<file path="src/rtl/rv_ctrl_pkg.sv">
// Shared types and encodings for the RV32I multicycle control unit.
// Opcodes, FSM states, datapath mux selects and ALU/immediate codes.
package rv_ctrl_pkg;

    typedef enum logic [3:0] {
        S_FETCH, S_DECODE, S_MEMADR, S_MEMREAD, S_MEMWB, S_MEMWRITE,
        S_EXECR, S_EXECI, S_ALUWB, S_BRANCH, S_JAL, S_JALR_ADR,
        S_UTYPE, S_MDU_START, S_MDU_WAIT, S_TRAP
    } state_t;

    typedef enum logic [2:0] {AM_ADD, AM_SUB, AM_PASSB, AM_R, AM_I} alu_mode_t;

    localparam logic [6:0] OPC_LOAD   = 7'b0000011;
    localparam logic [6:0] OPC_STORE  = 7'b0100011;
    localparam logic [6:0] OPC_OP     = 7'b0110011;
    localparam logic [6:0] OPC_OP_IMM = 7'b0010011;
    localparam logic [6:0] OPC_BRANCH = 7'b1100011;
    localparam logic [6:0] OPC_JAL    = 7'b1101111;
    localparam logic [6:0] OPC_JALR   = 7'b1100111;
    localparam logic [6:0] OPC_LUI    = 7'b0110111;
    localparam logic [6:0] OPC_AUIPC  = 7'b0010111;

    typedef logic [3:0] alu_ctrl_t;
    localparam alu_ctrl_t ALU_ADD   = 4'b0000;
    localparam alu_ctrl_t ALU_SUB   = 4'b0001;
    localparam alu_ctrl_t ALU_AND   = 4'b0010;
    localparam alu_ctrl_t ALU_OR    = 4'b0011;
    localparam alu_ctrl_t ALU_XOR   = 4'b0100;
    localparam alu_ctrl_t ALU_SLT   = 4'b0101;
    localparam alu_ctrl_t ALU_SLTU  = 4'b0110;
    localparam alu_ctrl_t ALU_SLL   = 4'b0111;
    localparam alu_ctrl_t ALU_SRL   = 4'b1000;
    localparam alu_ctrl_t ALU_SRA   = 4'b1001;
    localparam alu_ctrl_t ALU_PASSB = 4'b1010;

    localparam logic [2:0] IMM_I = 3'b000;
    localparam logic [2:0] IMM_S = 3'b001;
    localparam logic [2:0] IMM_B = 3'b010;
    localparam logic [2:0] IMM_J = 3'b011;
    localparam logic [2:0] IMM_U = 3'b100;

    localparam logic [1:0] RES_ALUOUT = 2'b00;
    localparam logic [1:0] RES_DATA   = 2'b01;
    localparam logic [1:0] RES_ALURES = 2'b10;
    localparam logic [1:0] RES_MDU    = 2'b11;

    localparam logic [1:0] SRCA_PC    = 2'b00;
    localparam logic [1:0] SRCA_OLDPC = 2'b01;
    localparam logic [1:0] SRCA_RS1   = 2'b10;

    localparam logic [1:0] SRCB_RS2   = 2'b00;
    localparam logic [1:0] SRCB_IMM   = 2'b01;
    localparam logic [1:0] SRCB_FOUR  = 2'b10;

    // funct3 010/011 are unused in the BRANCH major opcode
    function automatic logic branch_f3_legal(input logic [2:0] f3);
        return !(f3 == 3'b010 || f3 == 3'b011);
    endfunction

    function automatic logic branch_taken(input logic [2:0] f3, input logic zero,
                                          input logic lt, input logic ltu);
        case (f3)
            3'b000:  return zero;
            3'b001:  return !zero;
            3'b100:  return lt;
            3'b101:  return !lt;
            3'b110:  return ltu;
            3'b111:  return !ltu;
            default: return 1'b0;
        endcase
    endfunction

endpackage

</file>
<file path="src/rtl/rv_alu_dec.sv">
// ALU operation decoder shared by register-register and register-immediate execution.
module rv_alu_dec
    import rv_ctrl_pkg::*;
(
    input  logic [2:0] mode,
    input  logic [2:0] funct3,
    input  logic       funct7_5,
    output logic [3:0] alu_ctrl
);

    always_comb begin
        alu_ctrl = ALU_ADD;
        case (alu_mode_t'(mode))
            AM_SUB:   alu_ctrl = ALU_SUB;
            AM_PASSB: alu_ctrl = ALU_PASSB;
            AM_R, AM_I: begin
                case (funct3)
                    // bit30 on an immediate op is imm data, except for SRAI
                    3'b000:  alu_ctrl = (alu_mode_t'(mode) == AM_R && funct7_5) ? ALU_SUB : ALU_ADD;
                    3'b001:  alu_ctrl = ALU_SLL;
                    3'b010:  alu_ctrl = ALU_SLT;
                    3'b011:  alu_ctrl = ALU_SLTU;
                    3'b100:  alu_ctrl = ALU_XOR;
                    3'b101:  alu_ctrl = funct7_5 ? ALU_SRA : ALU_SRL;
                    3'b110:  alu_ctrl = ALU_OR;
                    default: alu_ctrl = ALU_AND;
                endcase
            end
            default:  alu_ctrl = ALU_ADD;
        endcase
    end

endmodule

</file>
<file path="src/rtl/rv_multicycle_ctrl.sv">
// Multicycle RV32I control FSM: sequences the shared ALU/memory datapath,
// handshakes with an external MDU and traps on illegal encodings.
module rv_multicycle_ctrl
    import rv_ctrl_pkg::*;
#(
    parameter bit ENABLE_M   = 1'b1,
    parameter int ALU_CTRL_W = 4,
    parameter int IMM_SRC_W  = 3
) (
    input  logic                  clk,
    input  logic                  rst_n,
    input  logic [6:0]            op,
    input  logic [2:0]            funct3,
    input  logic                  funct7_5,
    input  logic                  funct7_0,
    input  logic                  Zero,
    input  logic                  Lt,
    input  logic                  Ltu,
    input  logic                  mdu_done,
    output logic                  PCWrite,
    output logic                  AdrSrc,
    output logic                  MemWrite,
    output logic                  IRWrite,
    output logic                  RegWrite,
    output logic [1:0]            ResultSrc,
    output logic [1:0]            ALUSrcA,
    output logic [1:0]            ALUSrcB,
    output logic [IMM_SRC_W-1:0]  ImmSrc,
    output logic [ALU_CTRL_W-1:0] ALUControl,
    output logic                  mdu_start,
    output logic                  instr_retired,
    output logic                  illegal
);

    state_t    state, state_nxt;
    alu_mode_t alu_mode;
    logic [2:0] imm_sel;
    alu_ctrl_t alu_ctrl;

    always_ff @(posedge clk) begin
        if (!rst_n) state <= S_FETCH;
        else        state <= state_nxt;
    end

    always_comb begin
        state_nxt = state;
        case (state)
            S_FETCH:  state_nxt = S_DECODE;
            S_DECODE: begin
                case (op)
                    OPC_LOAD, OPC_STORE: state_nxt = S_MEMADR;
                    OPC_OP:              state_nxt = !funct7_0 ? S_EXECR :
                                                     (ENABLE_M ? S_MDU_START : S_TRAP);
                    OPC_OP_IMM:          state_nxt = S_EXECI;
                    OPC_BRANCH:          state_nxt = S_BRANCH;
                    OPC_JAL:             state_nxt = S_JAL;
                    OPC_JALR:            state_nxt = S_JALR_ADR;
                    OPC_LUI, OPC_AUIPC:  state_nxt = S_UTYPE;
                    default:             state_nxt = S_TRAP;
                endcase
            end
            S_MEMADR:    state_nxt = (op == OPC_STORE) ? S_MEMWRITE : S_MEMREAD;
            S_MEMREAD:   state_nxt = S_MEMWB;
            S_MEMWB, S_MEMWRITE, S_ALUWB: state_nxt = S_FETCH;
            S_EXECR, S_EXECI, S_UTYPE:    state_nxt = S_ALUWB;
            S_BRANCH:    state_nxt = branch_f3_legal(funct3) ? S_FETCH : S_TRAP;
            S_JAL:       state_nxt = S_ALUWB;
            S_JALR_ADR:  state_nxt = S_JAL;
            S_MDU_START: state_nxt = S_MDU_WAIT;
            S_MDU_WAIT:  state_nxt = mdu_done ? S_FETCH : S_MDU_WAIT;
            S_TRAP:      state_nxt = S_TRAP;
            default:     state_nxt = S_FETCH;
        endcase
    end

    // Everything is forced quiet while reset is held, whatever the state.
    always_comb begin
        PCWrite = 1'b0; AdrSrc = 1'b0; MemWrite = 1'b0; IRWrite = 1'b0;
        RegWrite = 1'b0; mdu_start = 1'b0; instr_retired = 1'b0; illegal = 1'b0;
        ResultSrc = RES_ALUOUT; ALUSrcA = SRCA_PC; ALUSrcB = SRCB_RS2;
        imm_sel = IMM_I; alu_mode = AM_ADD;
        if (rst_n) begin
            case (state)
                S_FETCH: begin
                    IRWrite = 1'b1; PCWrite = 1'b1;
                    ALUSrcB = SRCB_FOUR; ResultSrc = RES_ALURES;
                end
                S_DECODE: begin
                    ALUSrcA = SRCA_OLDPC; ALUSrcB = SRCB_IMM; imm_sel = IMM_B;
                end
                S_MEMADR: begin
                    ALUSrcA = SRCA_RS1; ALUSrcB = SRCB_IMM;
                    imm_sel = (op == OPC_STORE) ? IMM_S : IMM_I;
                end
                S_MEMREAD:  AdrSrc = 1'b1;
                S_MEMWB: begin
                    ResultSrc = RES_DATA; RegWrite = 1'b1; instr_retired = 1'b1;
                end
                S_MEMWRITE: begin
                    AdrSrc = 1'b1; MemWrite = 1'b1; instr_retired = 1'b1;
                end
                S_EXECR: begin
                    ALUSrcA = SRCA_RS1; ALUSrcB = SRCB_RS2; alu_mode = AM_R;
                end
                S_EXECI: begin
                    ALUSrcA = SRCA_RS1; ALUSrcB = SRCB_IMM; alu_mode = AM_I;
                end
                S_ALUWB: begin
                    RegWrite = 1'b1; instr_retired = 1'b1;
                end
                S_BRANCH: begin
                    ALUSrcA = SRCA_RS1; ALUSrcB = SRCB_RS2; alu_mode = AM_SUB;
                    if (branch_f3_legal(funct3)) begin
                        PCWrite = branch_taken(funct3, Zero, Lt, Ltu);
                        instr_retired = 1'b1;
                    end
                end
                S_JAL: begin
                    ALUSrcA = SRCA_OLDPC; ALUSrcB = SRCB_FOUR; PCWrite = 1'b1;
                end
                S_JALR_ADR: begin
                    ALUSrcA = SRCA_RS1; ALUSrcB = SRCB_IMM;
                end
                S_UTYPE: begin
                    imm_sel = IMM_U; ALUSrcB = SRCB_IMM;
                    if (op == OPC_LUI) alu_mode = AM_PASSB;
                    else               ALUSrcA = SRCA_OLDPC;
                end
                S_MDU_START: mdu_start = 1'b1;
                S_MDU_WAIT: begin
                    if (mdu_done) begin
                        RegWrite = 1'b1; ResultSrc = RES_MDU; instr_retired = 1'b1;
                    end
                end
                S_TRAP:  illegal = 1'b1;
                default: ;
            endcase
        end
    end

    rv_alu_dec u_alu_dec (
        .mode     (alu_mode),
        .funct3   (funct3),
        .funct7_5 (funct7_5),
        .alu_ctrl (alu_ctrl)
    );

    assign ALUControl = ALU_CTRL_W'(alu_ctrl);
    assign ImmSrc     = IMM_SRC_W'(imm_sel);

endmodule
</file>
<file path="config.mk">
export PLATFORM = sky130hd
export DESIGN_NAME = rv_multicycle_ctrl
export DESIGN_NICKNAME = d
export VERILOG_FILES = /design/src/rtl/rv_ctrl_pkg.sv /design/src/rtl/rv_alu_dec.sv /design/src/rtl/rv_multicycle_ctrl.sv
export SDC_FILE = /design/constraint.sdc
export NUM_CORES = 1
export LEC_CHECK = 0
export BUFFER_PORTS_ARGS = -buffer_cell sky130_fd_sc_hd__buf_2
export CAP_MARGIN = 20
export CORE_UTILIZATION = 44
export DETAILED_ROUTE_END_ITERATION = 16
export PLACE_DENSITY = 0.77
export SLEW_MARGIN = 20
export SYNTH_ARGS = -nofsm -noshare
export SYNTH_HDL_FRONTEND = slang
export SYNTH_SLANG_ARGS = --single-unit
export TNS_END_PERCENT = 10
</file>
<file path="constraint.sdc">
create_clock -name clk -period 1.4 [get_ports clk]
set_clock_uncertainty 0.05 [all_clocks]
set_input_delay 0.07 -clock clk [delete_from_list [all_inputs] [get_ports clk]]
set_output_delay 0.07 -clock clk [all_outputs]
set_load 0.01 [all_outputs]
</file>
[Yosys cells after proc, flatten, opt, wreduce, memory -nomap -nowiden]
Index checks and enable logic that the tools add are counted.
Storage, ports and cells
  register bits after elaboration: 4
  input port bits: 18
  logic and storage cells: 98
Cells by class
  equal/unequal tests: 35
  mux-type cells: 44
  reductions and logical operators: 18
Operators with widths (count)
  $pmux W4 S7: 2
  $pmux W4 S11: 1
  $eq A4 B4 Y1 const B: 8
  $eq A7 B6 Y1 const B: 3
  $eq A7 B7 Y1 const B: 3
  $mux W1: 20
  $eq A4 B3 Y1 const B: 4
  $eq A3 B3 Y1 const B: 5
  $eq A7 B5 Y1 const B: 2
  $reduce_or A2 Y1: 7
  $eq A3 B2 Y1 const B: 4
  $mux W4: 3
  $pmux W2 S3: 2
  $pmux W3 S4: 1
  $pmux W4 S3: 1
  $mux W2: 5
  $reduce_or A5 Y1: 2
  $mux W3: 3
  $pmux W3 S3: 1
  $eq A4 B2 Y1 const B: 2
  $eq A7 B2 Y1 const B: 1
  $eq A3 B1 Y1 const B: 2
  $pmux W1 S6: 1
  $eq A4 B1 Y1 const B: 1
  other kinds (10): 13

[Logic depth before layout (Yosys ltp)]
  depth in word-level cells: 9
  mapped depth: 6

[Modules after synthesis]
From an unflattened synthesis, not the netlist that was laid out.
Unflattened totals
  cells, all modules: 155
  area, all modules: 952.2 um2
By module, submodules not included
  rv_multicycle_ctrl: instances 1, cells an instance 132, area an instance 815.8 um2, seq. area each 80.1 um2
  rv_alu_dec: instances 1, cells an instance 23, area an instance 136.4 um2, seq. area each 0.0 um2

[Worst setup path before layout]
OpenSTA, ideal clock, no wires.
  path type: register to register
  from: reg state[2]
  to: reg state[0]
  arrival: 1.234 ns
  path slack: 0.042 ns
  cell stages (with the launch flop): 6
  period minus slack after synthesis: 1.358 ns
  cell sequence: dfxtp_1 buf_6 or4b_4 a21oi_2 nor3_1 a31oi_1
On the way
  cells in the longest elaborated chain, start to end: 3
  elaborated cells between the ends (all ways): 19
  classes of those cells: eq/ne (15); mux (1); reduce/logical (3)
Ends and longest elaborated chain
  start: declaration: RTL line rv_multicycle_ctrl.sv:35  | state_t state, state_nxt;
  start signal: assignment: RTL line rv_multicycle_ctrl.sv:42  | else state <= state_nxt;
  $eq A4 B4 Y1 or $eq A4 B3 Y1 (tied branches): RTL line rv_multicycle_ctrl.sv:47  | case (state)
  $reduce_or A4 Y1 (no source line) or $reduce_or A3 Y1 (tied branches)
  $pmux W4 S11 *: RTL line rv_multicycle_ctrl.sv:47
Every way passes the cells marked *; elsewhere a longest branch is shown, timed or not.
A chain may end at the register's enable or synchronous reset.

[Worst setup path in the final report]
  from: reg state[2]
  to: out ALUControl[3]
On the way
  cells in the longest elaborated chain, start to end: 6
  elaborated cells between the ends (all ways): 12
  classes of those cells: eq/ne (8); mux (3); reduce/logical (1)
Ends and longest elaborated chain
  $eq A4 B4 Y1 or $eq A4 B3 Y1 (tied branches): RTL line rv_multicycle_ctrl.sv:83  | case (state)
  $pmux W3 S4 *: RTL line rv_multicycle_ctrl.sv:83
  $mux W3 *: RTL line rv_multicycle_ctrl.sv:82  | if (rst_n) begin
  $eq A3 B3 Y1 or $eq A3 B2 Y1 (tied branches): RTL line rv_alu_dec.sv:13  | case (alu_mode_t'(mode))
  $reduce_or A2 Y1: RTL line rv_alu_dec.sv:13
  $pmux W4 S3 *: RTL line rv_alu_dec.sv:13
  end: declaration: RTL line rv_multicycle_ctrl.sv:29  | output logic [ALU_CTRL_W-1:0] ALUControl,
Marks and branches as above.

==> results.tsv <==
stage	metric	value	unit
synth	ys_seq_area_frac	0.0826	
sta	maxSlewHeadroom	0.714	
hold_path	min_path_type	in -> reg	
place	dp.cells	220	
floorplanning	die_x	48.9	um
sta	worst_pin_slew	0.425	ns
grt	gr-usage-all-layers	0.305	
synth	syn_inst	143	
setup_path	worst-path-max-fanout	6	
final_layout	final_design_area_no_fill	1450	um2
synth	synth_area	970	um2
setup_path	end_kind	output pin	
synth	ys.flop_type	dfxtp_1	
floorplanning	coreArea	2020	um2
floorplanning	core.rowCount	16	
pwr	pwr_density_cell	1520	nW/um2
grt	grt_use_met3	0.0467	
grt	grt_max_degree	15	
drt	drt_iter0_drc	49	
floorplanning	die-height	48.9	um
run_status	violations	negative setup slack	
sta	rsz0062_at_grt	true	
sta	period_share	1.12	
final_layout	reg_top3	state x4	
clock_tree	cts_sinks	4	
clock_tree	htreeDepth	1	
run_status	status	complete, but fails checks	
synth	synth.most_common_cell	nand2_1	
synth	synthArstFlopShare	0	
clock_tree	cts_buffer_depth	2	
drt	route.detailed.drc	0	
synth	synth.avg_cell_area	6.78	um2
grt	use_met1	0.345	
clock_tree	cts_tree	built	
synth	synth_common_cells	13 x nand2_1, 10 x a21oi_1, 10 x nand3_1	
drt	num_vias	1370	
grt	grt_pass1_wl	5840	um
final_layout	finalNonFillerCells	230	
final_layout	largest_register_ffs	4	
setup_path	worst_ep_arrival_time	1.44	ns
place	placed_area	1280	um2
clock_tree	cts_hold_buf	0	
clock_tree	cts_made_buffers	3	
grt	met2_usage	0.542	
final_layout	drive_gt1_frac	0.473	
grt	busiest_layer	met2	
grt	grt_pass1_vias	1366	
drt	ant_nets	0	
drt	routedWlPerCell	15.5	um
hold_path	hold_path_depth	3	
sta	slew_violations	0	
final_layout	syn_to_final_growth	49.9	%
drt	firstDrtPassIters	4	
place	gp_congestion	0.834	
synth	ys_types	51	
grt	gr-total-overflow	0	
synth	ys_ff_latch	4	
sta	min_period	1.56	ns
setup_path	startpoint_type	register	
synth	yosys_warnings	0	
sta	setup_violations	19	
floorplanning	dieArea	2400	um2
flow_run	max_cap_violations	0	
final_layout	finalNetCount	223	
synth	synth_top_area_frac	0.0826	
clock_tree	clkTransAtPathRegs	0.04	ns
drt	viasPerCell	5.96	
drt	wl	3570	um
sta	tns	-1.98	ns
sta	fmax	640	MHz
setup_path	critical_path_class	reg -> out	
sta	setup_slack	-0.164	ns
floorplanning	io_pins	39	
synth	yosys.area.top_type	dfxtp_1	
clock_tree	clockRootBuffer	clkbuf_4	
pwr	leakage	0.695	nW
setup_path	worstPathRequired	1.28	ns
synth	synthTopCellsByArea	dfxtp_1 8.3%, buf_6 5.8%, a21oi_1 5.2%	
final_layout	n_antenna_cell	0	
place	numPortBuffers	38	
final_layout	max_flop_register	state	
clock_tree	insertion_delay	0.25	ns
final_layout	fillers	162	
floorplanning	start_util	0.480	
pwr	ir_drop	0.000839	V
sta	finalHoldViolCount	0	
setup_path	r2r_cells	5	
place	dpl.hpwl	2360	um
synth	synth_enable_flop_cells	0	
grt	antenna_found_initial	0	
synth	syn-num-nets	161	
==> final timing paths <==
check	start	to	slack [ns]
hold reg to reg	state[1]	state[1]	0.71
hold / removal	rst_n	state[0]	0.17
setup / recovery	state[2]	ALUControl[3]	-0.16
setup reg to reg	state[2]	state[0]	-0.11
==> area by class of cell <==
| class | instances | area, um2 | area share |
|---|---|---|---|
| inverters | 6 | 25.0 | 0.0172 |
| multi-input cells | 120 | 831 | 0.571 |
| repair buffers | 70 | 449 | 0.309 |
| clock buffers | 3 | 22.5 | 0.0155 |
| flip-flops and latches | 4 | 92.6 | 0.0637 |
| well taps | 27 | 33.8 | 0.0232 |
==> stage by stage <==
stage	hold WS [ns]	total power [mW]	worst slack, ns	utilization
final	0.166	2.21	-0.164	0.719
after global routing	0.180	2.35	-0.225	0.719
after CTS	0.144	2.07	-0.139	0.700
after detailed placement	0.407	1.71	-0.127	0.634
after global placement	0.376	1.66	-0.0637	0.634
after floorplan	0.212	1.15	0.0416	-
==> worst max-delay path: stages, from the launching register on <==
cell,delay [ns]
dfxtp_4,0.38
buf_6,0.14
nand3_1,0.11
nor3_2,0.24
nand2b_1,0.10
o21ai_1,0.08
buf_2,0.15
==> cell usage in the layout, fill, tap and decap left out, types with 3 or more instances in the layout <==
master     n
nand2_1   13
o21ai_0    7
buf_2     38
buf_6      5
a21oi_1   10
inv_1      4
buf_4     27
clkbuf_4   3
nor2_1     7
nor3_1     3
nand3b_1   3
nand2b_1   4
nor2b_1    3
dfxtp_4    3
nand3_1    9
a31oi_1    4
o21ai_1    4
xor2_1     4
==> timing repair <==
item	4_1_cts	5_1_grt
resized for setup	21	8
endpoints found under the setup margin	24	24
buffers inserted	6	1
pin swaps	9	3
==> logic make-up after synthesis <==
| family | after synthesis | synth area share |
|---|---|---|
| muxes | 2 | 0.0206 |
| DFF | 4 | 0.0826 |
| and+or+nand+nor | 67 | 0.405 |
| AOI/OAI and AO/OA | 46 | 0.320 |
| buffers and inverters | 19 | 0.126 |
| xor gates and xnor gates | 5 | 0.0452 |
==> layer usage <==
metal / vias to the layer above / wire (um)
met4: 0 / 68
met5: - / 0
met1: 632 / 1460
met2: 78 / 1820
li1: 652 / -
met3: 8 / 211
==> power breakdown <==
part | internal (mW) | switching [mW] | leakage (nW)
combinational | 0.880 | 0.894 | 0.646
clock | 0.0962 | 0.0532 | 0.0138
sequential | 0.179 | 0.111 | 0.0353
(Power assumes the default switching activity.)
